[src/rtl/sync_w2r_ptr.sv]
// Multi-flop synchronizer for the Gray-coded async FIFO write pointer into the read domain.
// Optional SYNC_W2R_PTR_BIN_EN adds a registered binary copy of the synchronized pointer.
module sync_w2r_ptr #(
  parameter int PTR_WIDTH   = 8,
  parameter int SYNC_STAGES = 2
) (
  input  logic                 r_clk_i,
  input  logic                 r_rst_i,
  input  logic [PTR_WIDTH-1:0] w_ptr_i,
`ifdef SYNC_W2R_PTR_BIN_EN
  output logic [PTR_WIDTH-1:0] r_w_ptr_bin_o,
`endif
  output logic [PTR_WIDTH-1:0] r_w_ptr_o
);

  generate
    if (SYNC_STAGES < 2) begin : g_bad_stages
      $error("sync_w2r_ptr: SYNC_STAGES must be >= 2");
    end
    if (PTR_WIDTH < 2) begin : g_bad_width
      $error("sync_w2r_ptr: PTR_WIDTH must be >= 2");
    end
  endgenerate

  // Plain flop chain: no enables or muxes, so only one Gray bit can be in flight.
  (* ASYNC_REG = "TRUE", dont_retime = "true" *)
  logic [PTR_WIDTH-1:0] sync_q [SYNC_STAGES];

  always_ff @(posedge r_clk_i) begin
    if (r_rst_i) begin
      for (int k = 0; k < SYNC_STAGES; k++) begin
        sync_q[k] <= '0;
      end
    end else begin
      sync_q[0] <= w_ptr_i;
      for (int k = 1; k < SYNC_STAGES; k++) begin
        sync_q[k] <= sync_q[k-1];
      end
    end
  end

  assign r_w_ptr_o = sync_q[SYNC_STAGES-1];

`ifdef SYNC_W2R_PTR_BIN_EN
  logic [PTR_WIDTH-1:0] bin_d;
  logic [PTR_WIDTH-1:0] bin_q;

  always_comb begin
    bin_d = '0;
    bin_d[PTR_WIDTH-1] = r_w_ptr_o[PTR_WIDTH-1];
    for (int i = PTR_WIDTH - 2; i >= 0; i--) begin
      bin_d[i] = bin_d[i+1] ^ r_w_ptr_o[i];
    end
  end

  always_ff @(posedge r_clk_i) begin
    if (r_rst_i) begin
      bin_q <= '0;
    end else begin
      bin_q <= bin_d;
    end
  end

  assign r_w_ptr_bin_o = bin_q;
`endif

endmodule

[config.mk]
export PLATFORM = sky130hd
export DESIGN_NAME = sync_w2r_ptr
export DESIGN_NICKNAME = d
export VERILOG_FILES = /design/src/rtl/sync_w2r_ptr.sv
export SDC_FILE = /design/constraint.sdc
export NUM_CORES = 1
export LEC_CHECK = 0
export CAP_MARGIN = 0
export CORE_AREA = 2 2 39 41
export CTS_BUF_LIST = sky130_fd_sc_hd__clkbuf_8 sky130_fd_sc_hd__clkbuf_16
export DETAILED_ROUTE_END_ITERATION = 10
export DIE_AREA = 0 0 41 43
export HOLD_SLACK_MARGIN = 0.03
export PLACE_DENSITY = 0.8
export SLEW_MARGIN = 5
export SYNTH_ARGS = -nofsm -noshare
export SYNTH_HDL_FRONTEND = slang
export SYNTH_SLANG_ARGS = --single-unit
[constraint.sdc]
create_clock -name r_clk_i -period 0.8 [get_ports r_clk_i]
set_input_delay 0.16 -clock r_clk_i [delete_from_list [all_inputs] [get_ports r_clk_i]]
set_output_delay 0.16 -clock r_clk_i [all_outputs]
set_load 0.03 [all_outputs]
==> reports/results.tsv, run 1 <==
stage	metric	value	unit
status	status	finished with violations	
status	failing checks	negative setup slack	
critical_path	reg2reg start	sync_q[0][7]	
route	DRT met1 WL	242	microns
timing	post-route setup slack	-0.0506	ns
layout	layout cells sized above 1	64.3	%
critical_path	worst-path cell chain	buf_6	
route	Post-DRT Antenna Nets	0	
synthesis	Synth Net Count	51	
critical_path	Req. time, crit path	0.64	ns
route	vias per cell	4.00	
layout	n_diodes	0	
route	Residual DRC	0	
critical_path	Critical Path Sink	r_w_ptr_o[0]	
grt	Total Routing Usage GR	11.4	%
layout	Nets	67	
route	highest routed layer	met4	
route	vias	288	
pwr	PD cells	2310	nW/um^2
timing	min Tclk post-route	0.851	ns
critical_path	CP Class	flip-flop to output port	
layout	biggest regs	sync_q x16	
route	Initial DRC Count	2	
critical_path	Buf/Inv on CP	1	
placement	Place WS	-0.333	ns
synthesis	Yosys warnings	0	
grt	GR Overflow Total	0	
route	drt total wl	753	microns
timing	Worst Max-Slew Pin Slew	0.241	ns
clocking	Max Buffers Root-to-Sink	2	
critical_path	Worst path top cell family by delay	flip-flops	
timing	final number of setup-violating endpoints	8	
clocking	TritonCTS Sinks	16	
pwr	Peak VDD IR	806	uV
route	DR pass1 iterations	2	
clocking	root buffer selected by CTS	clkbuf_8	
timing	Fmax	1180	MHz
critical_path	Setup crit start kind	flip-flop	
grt	largest net degree at the start of global routing	10	
timing	WHS	0.442	ns
layout	filler instances	118	
route	Met3 Wirelength	20	microns
critical_path	CP max-delay cell	dfxtp_2	
placement	gp weighted congestion	0.699	
clocking	clk_lat worst skew	0.24	ns
critical_path	Crit. End Element	output port	
floorplan	Placement Rows	14	
floorplan	DIE WIDTH	41	microns
clocking	Clock transition at path regs	0.06	ns
clocking	H-tree lvl count	1	
layout	Most flops, register	sync_q	
timing	Slew HR	83.9	%
critical_path	flop2flop setup slack	0.22	ns
grt	first-pass GRT wire length	1.19	mm
synthesis	distinct cell type count after synthesis	6	
floorplan	die height	43	microns
floorplan	Core Area	1380	sq um
route	met2 WL post-DR	442	microns
floorplan	Die ar.	1760	sq um
pwr	static leakage power	0.323	nW
layout	Area growth, synth to finish	41.1	%
timing	Tcrit/Tclk final	106	%
critical_path	CP arrival	0.69	ns
synthesis	Syn Std Cell Area	524	sq um
synthesis	syn_area_per_cell	12.8	sq um
floorplan	initial cell density of the core	37.9	%
layout	max FFs per register	16	
grt	vias in the first global route	285	
critical_path	FF-to-FF path depth	1	
placement	# port buffers	17	
grt	initial antenna violation count	0	
timing	fin. max-slew vios	0	
worst_hold_path	min-delay worst type	flip-flop to flip-flop	
synthesis	register area share after synthesis	61.1	%
clocking	CTS tree	yes	
synthesis	synthesized instance count	41	
critical_path	crit-path max cell delay	0.33	ns
critical_path	Levels on crit path	1	
job	Max-cap violations	0	
placement	dpl hpwl	549	microns
critical_path	worst reg2reg path endpoint	sync_q[0][15]	
layout	most frequent cells in the layout	8 x clkdlybuf4s50_1, 8 x buf_6, 8 x dfxtp_1, 8 x dfxtp_2, 7 x nor2b_2	
critical_path	CP startpoint	sync_q[0][8]	
clocking	CTS Buf Count	3	
floorplan	Ports	18	
route	routed wire length per instance	10.5	microns
timing	setup TNS	-0.360	ns
timing	skew final	0.000485	ns
critical_path	worst-path fanout max	1	
timing	RSZ-0062 raised after global routing	true	
synthesis	register bit total from synthesis	16	
timing	Hold Vio Cnt, Final	0	
-- cell usage after synthesis --
library cell | instances | share of area (%)
and2b_2 | 6 | 10
dfxtp_1 | 16 | 61
nor2b_2 | 7 | 12
nor2b_1 | 3 | 3.6
buf_6 | 1 | 2.1
buf_4 | 8 | 11
-- routing by layer --
metal  track usage, %  up-vias
met2             18.1        9
met3             1.57        4
met5                0        -
met1             9.97      131
met4             14.0        0
li1                 -      144
-- worst min-delay path by stage --
| stage | slack (ns) | start | cells past startpoint | endpoint |
|---|---|---|---|---|
| 4_1_cts | 0.44 | sync_q[0][4] | 1 | sync_q[0][12] |
| 5_1_grt | 0.45 | sync_q[0][2] | 1 | sync_q[0][10] |
| 3_3_place_gp | 0.42 | sync_q[0][6] | 1 | sync_q[0][14] |
| 6_report | 0.44 | sync_q[0][2] | 1 | sync_q[0][10] |
| 2_1_floorplan | 0.29 | w_ptr_i[4] | 1 | sync_q[0][4] |
| 3_5_place_dp | 0.43 | sync_q[0][1] | 1 | sync_q[0][9] |
-- power by group --
group          internal (W)  leakage, nW  total [W]  switching (W)
logic              0.000103        0.159   0.000168      0.0000648
registers          0.000838        0.136   0.000848      0.0000107
clock network      0.000436       0.0288   0.000691       0.000255
total               0.00138        0.323    0.00171       0.000331
-- cell type report --
cell class / instances / area [sq um] / share of cell area (%)
well taps: 16 / 20.0 / 2.71
clock buffers: 4 / 55.1 / 7.45
flip-flops and latches: 16 / 330 / 44.7
multi-input cells: 16 / 133 / 17.9
repair buffers: 20 / 201 / 27.2
-- logic make-up (layout without fill, tap and decap cells) --
group         count (synthesis)  after routing  synth area share (%)
flops                        16             16                  61.1
buf+inv                       9             24                  13.6
simple gates                 16             16                  25.3
-- repair_timing --
item	4_1_cts	5_1_grt
gates resized for setup	17	0
hold buffers	0	0
gates cloned	0	0
setup endpoints to repair	24	8
buffers inserted	0	0
-- metrics by stage --
step,total power [W],instance area [sq um],instances,utilization [%]
6_report,0.00171,739,72,53.4
4_1_cts,0.00172,739,72,53.4
2_1_floorplan,0.000960,524,41,-
3_3_place_gp,0.00102,646,68,46.7
5_1_grt,0.00177,739,72,53.4
3_5_place_dp,0.00102,646,68,46.7
Note: power is estimated with default switching activity, not from simulation.
==> run 2, diff against run 1 <==
- SLEW_MARGIN: 5 -> default
==> results of run 2 <==
No change in the layout: final DEF, timing and power equal those of run 1.
==> run 3, diff against run 2 <==
- CTS_CLUSTER_SIZE: default -> 24
- SKIP_LAST_GASP: default -> 1
==> results of run 3 <==
No change in the layout: final DEF, timing and power equal those of run 1.
